### src/rtl/hdmi_timing_pkg.sv
`default_nettype none
// ============================================================================
//  Module      : hdmi_timing_pkg
//  Description : Shared types and helpers for the HDMI video timing controller
//                (stream lock state, raster total and counter width helpers).
//  Revision    : 1.0 - initial release
// ============================================================================
package hdmi_timing_pkg;

    // Stream lock state: SEEK hunts for a start-of-frame beat, RUN displays it
    typedef enum logic [0:0] {
        ST_SEEK = 1'b0,
        ST_RUN  = 1'b1
    } state_t;

    // Total length of one line or one frame from its four regions
    function automatic int calc_total(input int act, input int fp,
                                      input int sync, input int bp);
        return act + fp + sync + bp;
    endfunction

    // Counter width needed to hold 0..total-1
    function automatic int calc_width(input int total);
        return (total > 1) ? $clog2(total) : 1;
    endfunction

endpackage
`default_nettype wire

### src/rtl/hdmi_video_timing_ctrl_if.sv
`default_nettype none
// ============================================================================
//  Module      : hdmi_video_timing_ctrl_if
//  Description : AXI4-Stream video bundle (tuser = SOF, tlast = EOL).
//  Revision    : 1.0 - initial release
// ============================================================================
interface hdmi_video_timing_ctrl_if;

    logic [31:0] tdata;
    logic        tvalid;
    logic        tready;
    logic        tuser;
    logic        tlast;

    modport master (output tdata, output tvalid, output tuser, output tlast,
                    input  tready);
    modport slave  (input  tdata, input  tvalid, input  tuser, input  tlast,
                    output tready);

endinterface
`default_nettype wire

### src/rtl/hdmi_timing_cnt.sv
`default_nettype none
// ============================================================================
//  Module      : hdmi_timing_cnt
//  Description : Free-running h/v raster counters with region decode.
//                Decode outputs describe the current (registered) count.
//                HDMI_TIMING_TEST_PATTERN_EN adds the colour-bar index.
//  Revision    : 1.0 - initial release
// ============================================================================
module hdmi_timing_cnt
    import hdmi_timing_pkg::*;
#(
    parameter int H_ACTIVE = 1920,
    parameter int H_FP     = 88,
    parameter int H_SYNC   = 44,
    parameter int H_BP     = 148,
    parameter int V_ACTIVE = 1080,
    parameter int V_FP     = 4,
    parameter int V_SYNC   = 5,
    parameter int V_BP     = 36
) (
    input  wire logic clk,
    input  wire logic rst,
    output logic      o_active,
    output logic      o_hsync_on,
    output logic      o_vsync_on,
    output logic      o_origin,
    output logic      o_eol
`ifdef HDMI_TIMING_TEST_PATTERN_EN
    ,
    output logic [2:0] o_bar_idx
`endif
);

    localparam int c_h_total = calc_total(H_ACTIVE, H_FP, H_SYNC, H_BP);
    localparam int c_v_total = calc_total(V_ACTIVE, V_FP, V_SYNC, V_BP);
    localparam int c_h_w     = calc_width(c_h_total);
    localparam int c_v_w     = calc_width(c_v_total);

    localparam logic [c_h_w-1:0] c_h_last     = c_h_w'(c_h_total - 1);
    localparam logic [c_v_w-1:0] c_v_last     = c_v_w'(c_v_total - 1);
    localparam logic [c_h_w-1:0] c_h_act      = c_h_w'(H_ACTIVE);
    localparam logic [c_v_w-1:0] c_v_act      = c_v_w'(V_ACTIVE);
    localparam logic [c_h_w-1:0] c_h_eol      = c_h_w'(H_ACTIVE - 1);
    localparam logic [c_h_w-1:0] c_hs_start   = c_h_w'(H_ACTIVE + H_FP);
    localparam logic [c_h_w-1:0] c_hs_end     = c_h_w'(H_ACTIVE + H_FP + H_SYNC);
    localparam logic [c_v_w-1:0] c_vs_start   = c_v_w'(V_ACTIVE + V_FP);
    localparam logic [c_v_w-1:0] c_vs_end     = c_v_w'(V_ACTIVE + V_FP + V_SYNC);

    logic [c_h_w-1:0] r_h_cnt;
    logic [c_v_w-1:0] r_v_cnt;

    // Raster scan: h wraps every line and advances v, v wraps every frame
    always_ff @(posedge clk or posedge rst) begin
        if (rst) begin
            r_h_cnt <= '0;
            r_v_cnt <= '0;
        end else if (r_h_cnt == c_h_last) begin
            r_h_cnt <= '0;
            r_v_cnt <= (r_v_cnt == c_v_last) ? '0 : r_v_cnt + c_v_w'(1);
        end else begin
            r_h_cnt <= r_h_cnt + c_h_w'(1);
        end
    end

    assign o_active   = (r_h_cnt < c_h_act) && (r_v_cnt < c_v_act);
    assign o_hsync_on = (r_h_cnt >= c_hs_start) && (r_h_cnt < c_hs_end);
    assign o_vsync_on = (r_v_cnt >= c_vs_start) && (r_v_cnt < c_vs_end);
    assign o_origin   = (r_h_cnt == '0) && (r_v_cnt == '0);
    assign o_eol      = (r_h_cnt == c_h_eol);

`ifdef HDMI_TIMING_TEST_PATTERN_EN
    // Eight equal bars across the active width; any remainder joins the last bar
    localparam int c_bar_w = (H_ACTIVE / 8 > 0) ? H_ACTIVE / 8 : 1;

    logic [c_h_w-1:0] w_bar_q;
    assign w_bar_q   = r_h_cnt / c_h_w'(c_bar_w);
    assign o_bar_idx = (w_bar_q > c_h_w'(7)) ? 3'd7 : w_bar_q[2:0];
`endif

endmodule
`default_nettype wire

### src/rtl/hdmi_video_timing_ctrl.sv
`default_nettype none
// ============================================================================
//  Module      : hdmi_video_timing_ctrl
//  Description : HDMI transmit sequencer. Generates CEA-style raster timing,
//                pulls AXI4-Stream video during the active region, locks
//                stream frames to the raster origin and flags underrun and
//                framing loss. Outputs are registered one cycle behind the
//                raster counters.
//                Optional build macro HDMI_TIMING_TEST_PATTERN_EN adds
//                pattern_en_i, which replaces the stream with colour bars.
//  Revision    : 1.0 - initial release
// ============================================================================
module hdmi_video_timing_ctrl
    import hdmi_timing_pkg::*;
#(
    parameter int   PX_WIDTH = 10,
    parameter int   H_ACTIVE = 1920,
    parameter int   H_FP     = 88,
    parameter int   H_SYNC   = 44,
    parameter int   H_BP     = 148,
    parameter int   V_ACTIVE = 1080,
    parameter int   V_FP     = 4,
    parameter int   V_SYNC   = 5,
    parameter int   V_BP     = 36,
    parameter logic SYNC_POL = 1'b1
) (
    input  wire logic                    px_clk_i,
    input  wire logic                    rst_i,
    hdmi_video_timing_ctrl_if.slave      video_i,
`ifdef HDMI_TIMING_TEST_PATTERN_EN
    input  wire logic                    pattern_en_i,
`endif
    output logic [3*PX_WIDTH-1:0]        px_data_o,
    output logic                         de_o,
    output logic                         hsync_o,
    output logic                         vsync_o,
    output logic                         underrun_o,
    output logic                         sync_lost_o
);

    logic   w_active;
    logic   w_hsync_on;
    logic   w_vsync_on;
    logic   w_origin;
    logic   w_eol;
    state_t r_state;
    state_t w_next_state;
    logic   w_tready;
    logic   w_underrun;
    logic   w_sync_lost;
    logic [3*PX_WIDTH-1:0] w_pix;

`ifdef HDMI_TIMING_TEST_PATTERN_EN
    logic [2:0]            w_bar_idx;
    logic [3*PX_WIDTH-1:0] w_bar_pix;
`endif

    hdmi_timing_cnt #(
        .H_ACTIVE (H_ACTIVE),
        .H_FP     (H_FP),
        .H_SYNC   (H_SYNC),
        .H_BP     (H_BP),
        .V_ACTIVE (V_ACTIVE),
        .V_FP     (V_FP),
        .V_SYNC   (V_SYNC),
        .V_BP     (V_BP)
    ) u_cnt (
        .clk        (px_clk_i),
        .rst        (rst_i),
        .o_active   (w_active),
        .o_hsync_on (w_hsync_on),
        .o_vsync_on (w_vsync_on),
        .o_origin   (w_origin),
        .o_eol      (w_eol)
`ifdef HDMI_TIMING_TEST_PATTERN_EN
        ,
        .o_bar_idx  (w_bar_idx)
`endif
    );

`ifdef HDMI_TIMING_TEST_PATTERN_EN
    // Bar order white..black maps to ch2=R, ch1=G, ch0=B full scale
    assign w_bar_pix = {{PX_WIDTH{~w_bar_idx[1]}},
                        {PX_WIDTH{~w_bar_idx[2]}},
                        {PX_WIDTH{~w_bar_idx[0]}}};
`endif

    // Tdata bits above the three channels carry nothing
    generate
        if (3 * PX_WIDTH < 32) begin : g_unused_tdata
            logic w_unused_tdata;
            assign w_unused_tdata = ^video_i.tdata[31:3*PX_WIDTH];
        end
    endgenerate

    // Lock FSM: handshake, pixel selection, underrun and framing checks
    always_comb begin
        w_tready     = 1'b0;
        w_next_state = r_state;
        w_pix        = '0;
        w_underrun   = 1'b0;
        w_sync_lost  = 1'b0;
`ifdef HDMI_TIMING_TEST_PATTERN_EN
        if (pattern_en_i) begin
            w_next_state = ST_SEEK;
            if (w_active) begin
                w_pix = w_bar_pix;
            end
        end else
`endif
        begin
            case (r_state)
                ST_SEEK: begin
                    // Flush anything that is not SOF; hold SOF until the origin
                    w_tready = video_i.tvalid && (!video_i.tuser || w_origin);
                    if (video_i.tvalid && video_i.tuser && w_origin) begin
                        w_next_state = ST_RUN;
                        w_pix        = video_i.tdata[3*PX_WIDTH-1:0];
                    end
                end
                ST_RUN: begin
                    w_tready = w_active;
                    if (w_active) begin
                        if (video_i.tvalid) begin
                            w_pix = video_i.tdata[3*PX_WIDTH-1:0];
                            if ((video_i.tuser != w_origin) ||
                                (video_i.tlast != w_eol)) begin
                                w_sync_lost  = 1'b1;
                                w_next_state = ST_SEEK;
                            end
                        end else begin
                            w_underrun = 1'b1;
                        end
                    end
                end
                default: begin
                    w_next_state = ST_SEEK;
                end
            endcase
        end
    end

    assign video_i.tready = w_tready;

    // Output stage and state register, one cycle behind the counters
    always_ff @(posedge px_clk_i or posedge rst_i) begin
        if (rst_i) begin
            r_state     <= ST_SEEK;
            px_data_o   <= '0;
            de_o        <= 1'b0;
            hsync_o     <= ~SYNC_POL;
            vsync_o     <= ~SYNC_POL;
            underrun_o  <= 1'b0;
            sync_lost_o <= 1'b0;
        end else begin
            r_state     <= w_next_state;
            px_data_o   <= w_pix;
            de_o        <= w_active;
            hsync_o     <= w_hsync_on ? SYNC_POL : ~SYNC_POL;
            vsync_o     <= w_vsync_on ? SYNC_POL : ~SYNC_POL;
            underrun_o  <= w_underrun;
            sync_lost_o <= w_sync_lost;
        end
    end

endmodule
`default_nettype wire

### src/flat_wrapper.sv
// flat-port wrapper written by rule: the top's interface ports become plain ports
module hdmi_video_timing_ctrl_flat import hdmi_timing_pkg::*;
#(
    parameter int   PX_WIDTH = 10,
    parameter int   H_ACTIVE = 1920,
    parameter int   H_FP     = 88,
    parameter int   H_SYNC   = 44,
    parameter int   H_BP     = 148,
    parameter int   V_ACTIVE = 1080,
    parameter int   V_FP     = 4,
    parameter int   V_SYNC   = 5,
    parameter int   V_BP     = 36,
    parameter logic SYNC_POL = 1'b1
)
  (px_clk_i, rst_i, px_data_o, de_o, hsync_o, vsync_o, underrun_o, sync_lost_o, video_i_tdata, video_i_tvalid, video_i_tuser, video_i_tlast, video_i_tready);
  hdmi_video_timing_ctrl_if video_i_i ();
  input  wire logic px_clk_i;
  input  wire logic rst_i;
  output logic [3*PX_WIDTH-1:0] px_data_o;
  output logic de_o;
  output logic hsync_o;
  output logic vsync_o;
  output logic underrun_o;
  output logic sync_lost_o;
  input wire logic [$bits(video_i_i.tdata)-1:0] video_i_tdata;
  input wire logic [$bits(video_i_i.tvalid)-1:0] video_i_tvalid;
  input wire logic [$bits(video_i_i.tuser)-1:0] video_i_tuser;
  input wire logic [$bits(video_i_i.tlast)-1:0] video_i_tlast;
  output wire logic [$bits(video_i_i.tready)-1:0] video_i_tready;
  assign video_i_i.tdata = video_i_tdata;
  assign video_i_i.tvalid = video_i_tvalid;
  assign video_i_i.tuser = video_i_tuser;
  assign video_i_i.tlast = video_i_tlast;
  assign video_i_tready = video_i_i.tready;
  hdmi_video_timing_ctrl #(.PX_WIDTH(PX_WIDTH), .H_ACTIVE(H_ACTIVE), .H_FP(H_FP), .H_SYNC(H_SYNC), .H_BP(H_BP), .V_ACTIVE(V_ACTIVE), .V_FP(V_FP), .V_SYNC(V_SYNC), .V_BP(V_BP), .SYNC_POL(SYNC_POL)) u_core (.px_clk_i(px_clk_i), .rst_i(rst_i), .video_i(video_i_i), .px_data_o(px_data_o), .de_o(de_o), .hsync_o(hsync_o), .vsync_o(vsync_o), .underrun_o(underrun_o), .sync_lost_o(sync_lost_o));
endmodule
### config.mk
export PLATFORM = sky130hd
export DESIGN_NAME = hdmi_video_timing_ctrl_flat
export DESIGN_NICKNAME = d
export VERILOG_FILES = /design/src/rtl/hdmi_timing_pkg.sv /design/src/rtl/hdmi_video_timing_ctrl_if.sv /design/src/rtl/hdmi_timing_cnt.sv /design/src/rtl/hdmi_video_timing_ctrl.sv /design/src/flat_wrapper.sv
export SDC_FILE = /design/constraint.sdc
export NUM_CORES = 1
export LEC_CHECK = 0
export CORE_ASPECT_RATIO = 1.2
export CORE_MARGIN = 1
export CORE_UTILIZATION = 49
export CTS_BUF_LIST = sky130_fd_sc_hd__clkbuf_2 sky130_fd_sc_hd__clkbuf_4 sky130_fd_sc_hd__clkbuf_8
export CTS_CLUSTER_SIZE = 16
export DETAILED_ROUTE_END_ITERATION = 8
export GPL_TIMING_DRIVEN = 1
export PLACE_DENSITY = 0.82
export SETUP_SLACK_MARGIN = 0.5
export SLEW_MARGIN = 20
export SYNTH_ARGS = -nofsm -noshare
export SYNTH_HDL_FRONTEND = slang
export SYNTH_SLANG_ARGS = --single-unit
### constraint.sdc
create_clock -name px_clk_i -period 3.3 [get_ports px_clk_i]
set_input_delay 0.66 -clock px_clk_i [delete_from_list [all_inputs] [get_ports px_clk_i]]
set_output_delay 0.66 -clock px_clk_i [all_outputs]
set_load 0.01 [all_outputs]
==> summary.txt, run 1 <==
Cells and area
  – Antenna diode count: 0
  – Reg area: around 0.0015 mm^2
  – Fillcell total: 356
  – Syn-to-layout area delta: 43.42%
  – Fin util: between 70% and 80%
  – Multi-input logic area: 0.001074 mm^2
  – Share of layout cells above drive strength 1: about 13%
  – Nets: ~360

Clocking
  – Clk slew on worst S/H paths: 0.06 ns
  – Clock Root Buffer: clkbuf_8
  – Num CTS Buffers: 9
  – H-tree levels: 3
  – TritonCTS sink count: 59
  – Clk Latency, worst-skew pair: ~0.34 ns
  – CTS tree: built
  – Max clock buf depth: 2

Worst setup path
  – Worst Path Max Fanout: 2
  – Slowest-stage cell, CP: dfrtp_2
  – Critical R2R Capture: u_core.u_cnt.r_v_cnt[10]
  – Worst path required time: 2.64 ns
  – R2r setup slk: approximately 0.86 ns
  – CP Launch Type: flip-flop
  – Crit-path max cell delay: 0.44 ns
  – FF-to-FF path depth: 4
  – Crit Path Category: flip-flop to output pin
  – WP data arrival: 2.04 ns
  – Cell breakdown of the critical path: nor4_4 > and3_4 > nand4_1 > ha_2 > nor3b_2 > a21o_1 > buf_6
  – RR Startpoint: u_core.u_cnt.r_h_cnt[6]
  – Worst setup EP type: output pin
  – First element of the critical path: u_core.u_cnt.r_h_cnt[3]

Placed design
  – Post-DP HPWL: 4107 um
  – Setup WS pre-CTS: 0.3152 ns
  – IO Port Bufs: 70
  – Routability-driven placement congestion ratio: 0.8743

Yosys
  – Cell variety after synth: 34
  – Mean post-synth cell area: 11.16 um^2
  – Cell Area, Synth: between 0.002 and 0.003 mm^2
  – Seq/Total Area, Yosys: 57.50%
  – Flops & latches, synth: 59
  – Syn Nets: 272
  – Ys Warns: 0
  – Synth Instances: 230

STA
  – RSZ-0062 raised after global routing: no
  – Rel. slew slack: a little over 50%
  – Hold slack: 0.4828 ns
  – Final hold violations: 0
  – Peak Freq: between 0.3 and 0.4 GHz
  – Crit path time final: 2.700 ns
  – Setup Viol. Count Final: 0
  – Worst clock skew: between 0.01 and 0.015 ns
  – Slew at the pin with the worst max-slew slack: around 0.74 ns
  – Total negative slack: 0 ns
  – Final WS setup: 0.5996 ns
  – Post-route clock period utilization: 81.83%
  – Slew Viols, Final: 0

Routing
  – WL final: 6076 um
  – Vias per cell: 5.485
  – Initial DRT Pass Iterations: 4
  – Initial DRC count: 218
  – DR WL/cell: between 15 and 20 um
  – Final ANT Viol Nets: 0
  – Vias: a little over 2000
  – Remaining DRCs: 0

Pwr
  – PwrDens: 435.6 mW/mm^2
  – Lkg Pwr: 1.601 nW
  – Final Power: 1.604 mW
  – VDD IR-drop max: 0.3393 mV

Job
  – Max-Cap Viols: 0

Min path
  – Hold WC Path Type: flip-flop to flip-flop
  – Hold Crit Start: u_core.u_cnt.r_h_cnt[0]
  – Worst hold stages: 1
  – WHS Endpoint: u_core.u_cnt.r_h_cnt[0]

Global route
  – Initial antenna violation count: 0
  – Pin count of the biggest net entering global routing: 36
  – First-pass GRT wire length: 9390 um
  – GRT overflow: 0
  – Number of global-route vias before repair: around 2000
  – Total GRT Usage: 23.88%

Die
  – # IOs: 73
  – Full die area: about 0.0055 mm^2
  – Row count: 28
  – Core area: 0.004975 mm^2
  – Initial Util: a little over 50%
  – Die Y: 81.30 um
  – Die W: 68.08 um

Run status
  – Status: completed
==> stage by stage <==
stage / std cells / area, um^2
global route: 379 / 3682
floorplan: 230 / 2567
global placement: 356 / 3353
detailed placement: 356 / 3353
CTS: 377 / 3665
finish: 379 / 3682
==> metal layers <==
| layer | vias to the layer above | GRT usage, % | share of wire [%] |
|---|---|---|---|
| met2 | 67 | 38.53 | 52 |
| li1 | 980 | - | - |
| met4 | 0 | 12.71 | 2.5 |
| met3 | 13 | 7.584 | 4.8 |
| met5 | - | 0 | 0 |
| met1 | 1019 | 27.82 | 41 |
==> state kept, by name (all words and copies together) (netlist names) <==
name / count
u_core.de_o: 1
u_core.hsync_o: 1
u_core.px_data_o: 30
u_core.r_state: 1
u_core.sync_lost_o: 1
u_core.u_cnt.r_h_cnt: 12
u_core.u_cnt.r_v_cnt: 11
u_core.underrun_o: 1
u_core.vsync_o: 1
==> area by class of cell <==
type	count	area share, %
Sequential cell	59	40.20
Multi-Input combinational cell	152	29.15
Timing Repair Buffer	84	21.92
Clock buffer	11	3.772
Clock inverter	5	2.107
Tap cell	60	2.039
Inverter	8	0.8155
==> critical path, delay by kind of cell, from the launching register on <==
kind                     cells  cell delay, ns
buffers and inverters        1            0.10
AND/OR/NAND/NOR              4            0.83
AO/OA/AOI/OAI                1            0.11
flip-flops                   1            0.44
adder cells (fa/ha/maj)      1            0.22
==> how the worst max path moves through the flow <==
stage / to / slack, ns / cells after the start
after global placement: video_i_tready / 0.38 / 7
after floorplan: u_core.u_cnt.r_v_cnt[10] / 1.01 / 5
after detailed placement: video_i_tready / 0.32 / 7
after global routing: video_i_tready / 0.50 / 7
after CTS: video_i_tready / 0.51 / 7
final: video_i_tready / 0.60 / 7
==> Yosys cell counts <==
cell       count  share of area (%)
nor4b_1        1               0.34
or3_1          3               0.73
nor3b_1        3               0.88
nor3_1         4               0.78
inv_1          8                1.2
dfrtp_1       59                 58
nand3b_1       1               0.29
mux2i_1        4                1.6
nor2b_1        1               0.24
nor4bb_1       1               0.39
nand3_1        9                1.8
ha_1           5                2.4
a2bb2oi_1      1               0.34
nand2b_1       1               0.24
and3_1         6                1.5
o21a_1         1               0.29
xnor2_1        7                2.4
or4_1          3               0.88
nand4_1       10                2.4
buf_2          1               0.19
o21ai_0        2               0.39
a21o_1         1               0.29
or2_2          1               0.24
a21oi_1        8                1.6
nand2_1       14                2.0
and4_1         3                1.0
xor2_1         7                2.4
nand4b_1       1               0.34
clkbuf_1      10                1.5
nor2_1         9                1.3
o31ai_1        2               0.58
a21boi_0      32                9.4
and2_1         6                1.5
nor4_1         5                1.2
==> cell families after synthesis <==
| group | synth area share [%] |
|---|---|
| flip-flops | 57.51 |
| AO/OA/AOI/OAI | 12.82 |
| buffers and inverters | 2.827 |
| multiplexers | 1.560 |
| AND/OR/NAND/NOR | 18.08 |
| adder cells (fa/ha/maj) | 2.437 |
| XOR/XNOR | 4.776 |
==> power breakdown <==
part | total, mW | switching (mW) | internal, mW | leakage (nW)
Sequential | 0.749 | 0.00695 | 0.742 | 0.795
Combinational | 0.138 | 0.0544 | 0.0834 | 0.695
Clock | 0.717 | 0.278 | 0.439 | 0.110
Total | 1.60 | 0.339 | 1.26 | 1.60
==> cells in the final DEF (no fill, tap or decap), drive strengths merged, types with 3 or more instances in the layout <==
cell and count:
nor4 5, nor3 4, inv 8, ha 5, a21boi 32, and3 6, nand2 14, and2 6
buf 15, clkdlybuf4s50 69, or3 3, clkbuf 11, xor2 7, nor2 9, nand3 9, dfrtp 59
a21oi 8, nand4 10, or4 3, xnor2 7, and4 3, nor3b 3, mux2i 4
==> repair_timing <==
| item | in CTS | in global routing |
|---|---|---|
| setup buffers | 5 | 2 |
| endpoints found under the setup margin | 1 | 1 |
| hold buffers | 0 | 0 |
| gates resized for setup | 14 | 3 |
| hold endpoints to repair | 0 | 0 |
| pin swaps | 3 | 3 |
No activity file was read; power rests on OpenSTA's default activity.
==> run 2, diff against run 1 <==
- clock period: 3.3 -> 2.7 ns (I/O delays scaled with it)
==> run 2 against run 1 <==
- sequential power rose by 22%
- critical path type unchanged
- count of clock-buffer cells in the layout fell by 1
- first-iteration DRC count fell by 17%
- largest cell class unchanged
- highest routed layer unchanged
- critical endpoint unchanged
- clock power rose by 49%
- global-route usage rose by 1.3 points
==> summary.txt, run 2 (synthesis gave the netlist of run 1 again) <==
Global route
  – First-pass GRT wire length: roughly 10000 um
  – Total GRT Usage: 25.20%
  – Pin count of the biggest net entering global routing: 60
  – Initial antenna violation count: 0
  – Routing usage on met1: 28.88%
  – Met2 usage: 41.67%
  – Global routing's busiest layer: met2
  – Met3 Use GR: 7.163%
  – GRT overflow: 0
  – Number of global-route vias before repair: 2201

Worst setup path
  – Critical R2R Capture: u_core.u_cnt.r_v_cnt[5]
  – Crit Path Category: flip-flop to output pin
  – WP data arrival: 2.09 ns
  – First element of the critical path: u_core.u_cnt.r_h_cnt[6]
  – FF-to-FF path depth: 18
  – CP Buf/Inv Count: 1
  – Worst setup EP type: output pin
  – CP Launch Type: flip-flop
  – RR Startpoint: u_core.u_cnt.r_h_cnt[6]
  – Crit-path max cell delay: around 0.41 ns
  – Worst path required time: 2.16 ns
  – Cell breakdown of the critical path: nor4_4 > and3_4 > nand4_1 > ha_2 > nor3b_2 > a21o_1 > buf_2
  – CP top delay family: simple AND/OR/NAND/NOR gates
  – Worst Path Max Fanout: 2
  – R2r setup slk: 0.19 ns
  – Slowest-stage cell, CP: dfrtp_1

Die
  – Core area: between 0.004 and 0.005 mm^2
  – Die Y: slightly above 80 um
  – Full die area: 0.005535 mm^2
  – # IOs: 73
  – Initial Util: 51.61%
  – Die W: 68.08 um
  – Row count: 28

Pwr
  – Internal: 1.732 mW
  – Lkg Pwr: around 1.8 nW
  – PwrDens: between 500 and 600 mW/mm^2
  – Logic gate share of total power: 7.8%
  – Net switching power: 0.4223 mW
  – Flop pwr share: 42.5%
  – Clk network pwr share: 49.7%
  – VDD IR-drop max: 0.5859 mV
  – Switch share: 19.60%

STA
  – Slew at the pin with the worst max-slew slack: 0.5241 ns
  – Rel. slew slack: 64.57%
  – RSZ-0062 raised after global routing: yes
  – Total negative slack: 0 ns
  – Worst clock skew: 0.008571 ns
  – Post-route clock period utilization: 97.37%
  – Final hold violations: 0
  – Setup Viol. Count Final: 0
  – Peak Freq: 0.3804 GHz
  – Crit path time final: 2.629 ns
  – Final WS setup: 0.07095 ns
  – Slew Viols, Final: 0

Routing
  – Remaining DRCs: 0
  – WL final: ~6900 um
  – DR WL/cell: 16.90 um
  – Final ANT Viol Nets: 0
  – Initial DRC count: 182
  – Vias per cell: about 5.5
  – Vias: about 2200
  – Initial DRT Pass Iterations: 4

Clocking
  – Clk Latency, worst-skew pair: 0.34 ns
  – TritonCTS sink count: 59
  – Clock Root Buffer: clkbuf_8
  – Max clock buf depth: 2
  – Clk slew on worst S/H paths: 0.06 ns
  – CTS tree: built
  – Num CTS Buffers: 9
  – H-tree levels: 3

Placed design
  – Setup WS pre-CTS: -0.002801 ns
  – Post-DP HPWL: 4098 um
  – Routability-driven placement congestion ratio: 0.9432
  – IO Port Bufs: 70

Cells and area
  – Fillcell total: 276
  – Antenna diode count: 0
  – Max reg flops: 30
  – Top flop regs: u_core.px_data_o: 30 flops, u_core.u_cnt.r_h_cnt: 12 flops, u_core.u_cnt.r_v_cnt: 11 flops
  – Syn-to-layout area delta: 57.60%
  – Share of layout cells above drive strength 1: a little over a fifth
  – Most flops, register: u_core.px_data_o
  – Nets: 385
  – Commonest cells after routing, fill and taps aside: 69 x clkdlybuf4s50_1, 59 x dfrtp_1, 32 x a21boi_0
  – Commonest non-fill, non-tap cell in the layout: clkdlybuf4s50_1

Min path
  – Hold WC Path Type: flip-flop to flip-flop
  – Worst hold stages: 1
  – Hold Crit Start: u_core.u_cnt.r_h_cnt[0]
  – WHS Endpoint: u_core.u_cnt.r_h_cnt[0]

Run status
  – Status: completed

Job
  – Max-Cap Viols: 0
## run 2: cell count changes in the layout (fill, tap and decap cells not counted), sizes merged
| cell | change |
|---|---|
| buf | +29 |
| bufinv | +2 |
| clkbuf | -1 |
| clkinv | -1 |
| clkinvlp | -1 |
## run 2: through the flow
stage                     std cells  util [%]  power (mW)  instance area, um^2  hold slack, ns
after floorplan                 230         -      0.9872                 2574          0.4467
after global placement          372     70.07       1.096                 3486          0.4532
after detailed placement        372     70.07       1.101                 3486          0.4632
after CTS                       403     78.90       2.163                 3925          0.4730
after global routing            407     81.34       2.213                 4046          0.5108
final                           407     81.34       2.154                 4046          0.4792
## run 2: worst max path at each step
stage                               end  slack [ns]  cells after the start
2_1_floorplan  u_core.u_cnt.r_v_cnt[10]        0.53                      5
3_3_place_gp             video_i_tready        0.04                      7
3_5_place_dp             video_i_tready      -0.003                      7
4_1_cts                  video_i_tready        0.19                      7
5_1_grt                  video_i_tready       -0.02                      7
6_report                 video_i_tready        0.07                      7
## run 2: routing by layer
layer  wire (um)  vias to the layer above
li1            -                     1037
met1        2751                     1114
met3         356                       18
met5           0                        -
met4         184                        0
met2        3586                       80
## run 2: timing repair
item                       in CTS  in global routing
setup endpoints to repair      22                 29
pin swaps                       6                  3
buffers inserted               16                  4
hold buffers                    0                  0
resized for setup              17                 19
## run 2: worst register-to-register path: cells and delay by family (launching register included)
kind / cells / cell delay (ns)
buf+inv: 14 / 1.21
simple gates: 2 / 0.50
flops: 1 / 0.41
compound gates: 1 / 0.18
mux: 1 / 0.09
## run 2: final cells by class
class / count / area, um^2 / area share [%]
inverter: 8 / 30.03 / 0.7421
multi-input combinational: 152 / 1119 / 27.64
timing repair buffer: 113 / 1084 / 26.78
clock buffer: 10 / 137.6 / 3.401
clock inverter: 5 / 125.1 / 3.092
sequential: 59 / 1476 / 36.49
tap: 60 / 75.07 / 1.855
## run 2: power groups by stage
stage	clock network (mW)	logic [mW]	registers, mW
after floorplan	0	0.0450	0.942
after global placement	0	0.166	0.930
after detailed placement	0	0.170	0.931
after CTS	1.08	0.169	0.915
after global routing	1.11	0.182	0.917
final	1.07	0.167	0.915
==> run 3, diff against run 2 <==
--- a/constraint.sdc
+++ b/constraint.sdc
@@ -3,2 +3,2 @@
 set_output_delay 0.54 -clock px_clk_i [all_outputs]
-set_load 0.01 [all_outputs]
+set_load 0.02 [all_outputs]
==> run 3 against run 2 <==
- global-route usage is 0.93 points higher
- clock skew hardly changed
- first-iteration DRC count is 7.7% higher
- via count is 1.7% higher
- combinational power is 14% higher
- flip-flop and latch count stayed put
- critical path depth stayed put
- highest routed layer unchanged
- critical endpoint unchanged
- non-clock buffer count is 3 higher
- sequential power hardly changed
- sequential share of layout area hardly changed
- count of clock-buffer cells in the layout is 1 higher
- register-to-register slack hardly changed
==> summary.txt, run 3 (synthesis gave the netlist of run 1 again) <==
Run status
  – Status: completed

Placed design
  – Routability-driven placement congestion ratio: between 0.8 and 0.9
  – Placed Area: about 0.0035 mm^2
  – Setup WS pre-CTS: -0.06164 ns
  – IO Port Bufs: 70
  – Dpl cells: 375
  – Post-DP HPWL: just over 4000 um

Worst setup path
  – Worst path required time: 2.16 ns
  – RR Startpoint: u_core.u_cnt.r_h_cnt[3]
  – WP data arrival: 2.02 ns
  – Worst Path Max Fanout: 2
  – Worst setup EP type: output pin
  – Crit Path Category: flip-flop to output pin
  – FF-to-FF path depth: 19
  – CP Launch Type: flip-flop
  – First element of the critical path: u_core.u_cnt.r_h_cnt[3]

Routing
  – Vias: between 2000 and 2500
  – WL final: 6886 um
  – Remaining DRCs: 0
  – Initial DRC count: 196
  – Final ANT Viol Nets: 0
  – Vias per cell: 5.564
  – DR WL/cell: 16.75 um
  – Initial DRT Pass Iterations: 6

Clocking
  – Post-cts hold buffer count: 0
  – Num CTS Buffers: 9
  – Clock Root Buffer: clkbuf_8
  – TritonCTS sink count: between 50 and 60
  – CTS tree: built
  – Max clock buf depth: 2
  – Clk slew on worst S/H paths: 0.07 ns
  – H-tree levels: 3
  – Clk Latency, worst-skew pair: 0.34 ns

STA
  – Worst clock skew: 0.008276 ns
  – Slew at the pin with the worst max-slew slack: 0.5067 ns
  – Slew Viols, Final: 0
  – Setup Viol. Count Final: 0
  – Final WS setup: ~0.14 ns
  – Rel. slew slack: approximately 66%
  – Crit path time final: 2.556 ns
  – Peak Freq: 0.3912 GHz
  – RSZ-0062 raised after global routing: yes
  – Final hold violations: 0
  – Post-route clock period utilization: about 95%

Cells and area
  – Layout Cells excl Fill: roughly 410
  – Fin util: 81.39%
  – Antenna diode count: 0
  – Commonest non-fill, non-tap cell in the layout: clkdlybuf4s50_1
  – Nets: 388
  – Fillcell total: 269
  – Design area: 0.004049 mm^2
  – Top flop regs: u_core.px_data_o: 30 flops, u_core.u_cnt.r_h_cnt: 12 flops, u_core.u_cnt.r_v_cnt: 11 flops
  – Max reg flops: 30
  – Syn-to-layout area delta: 57.70%
  – Commonest cells after routing, fill and taps aside: 69 x clkdlybuf4s50_1, 59 x dfrtp_1, 32 x a21boi_0
  – Share of layout cells above drive strength 1: around 23%
  – Most flops, register: u_core.px_data_o

Pwr
  – Lkg Pwr: 1.826 nW
  – VDD IR-drop max: between 0.4 and 0.5 mV
  – PwrDens: 489.3 mW/mm^2

Global route
  – GRT overflow: 0
  – Initial antenna violation count: 0
  – Pin count of the biggest net entering global routing: 60
  – Total GRT Usage: 26.14%
  – Number of global-route vias before repair: 2264
  – First-pass GRT wire length: 10390 um

Die
  – # IOs: 73
  – Die W: slightly below 70 um
  – Die Y: 81.30 um
  – Row count: 28
  – Full die area: 0.005535 mm^2
  – Core area: 0.004975 mm^2
  – Initial Util: 51.61%

Min path
  – Hold WC Path Type: flip-flop to flip-flop
  – Hold Crit Start: u_core.u_cnt.r_v_cnt[7]
  – Worst hold stages: 1

Job
  – Max-Cap Viols: 0
run 3: final cells by class:
type	count	area (um^2)	share of cell area [%]
sequential	59	1476	36.46
timing repair buffer	116	1131	27.94
tap	60	75.07	1.854
multi-input combinational	152	1120	27.66
clock buffer	11	138.9	3.430
clock inverter	5	77.57	1.916
inverter	8	30.03	0.7417
run 3: metal layers:
layer  share of wire (%)  global-route usage (%)  vias up
met2                  49                   41.18      117
met5                   0                       0        -
li1                    -                       -     1048
met3                 6.4                   6.742       39
met4                 5.3                   16.46        0
met1                  40                   31.24     1083
run 3: final timing paths:
| kind | slack [ns] | end |
|---|---|---|
| max | 0.14 | video_i_tready |
| min | 0.53 | u_core.u_cnt.r_v_cnt[7] |
| max reg2reg | 0.20 | u_core.u_cnt.r_v_cnt[5] |
| min in group asynchronous | 0.57 | u_core.u_cnt.r_h_cnt[3] |
| min reg2reg | 0.53 | u_core.u_cnt.r_v_cnt[7] |
| max in group asynchronous | 1.87 | u_core.u_cnt.r_h_cnt[1] |
run 3: stage by stage:
stage               power [mW]  hold WS [ns]  setup TNS [ns]
floorplan                1.006        0.4467               0
global placement         1.115        0.4566       -0.005466
detailed placement       1.119        0.4828        -0.06164
CTS                      1.989        0.4891               0
global route             2.048        0.5653               0
finish                   1.981        0.5269               0
run 3: what timing repair did:
| item | CTS | global route |
|---|---|---|
| setup buffers | 18 | 2 |
| endpoints found under the setup margin | 6 | 11 |
| pin swaps | 11 | 7 |
| resized for setup | 34 | 11 |
run 3: power breakdown:
part           switching (mW)  internal (mW)  leakage (nW)  total [mW]
sequential            0.00884          0.907         0.799       0.916
combinational          0.0863          0.103         0.917       0.190
clock                   0.339          0.537         0.110       0.876
total                   0.434           1.55          1.83        1.98
run 3: worst max-delay path, cell delays in order (launching register included):
cell     delay [ns]
dfrtp_1        0.40
nor4_2         0.31
and3_1         0.26
nand4_1        0.13
ha_2           0.20
nor3b_2        0.15
a21o_1         0.12
buf_6          0.12
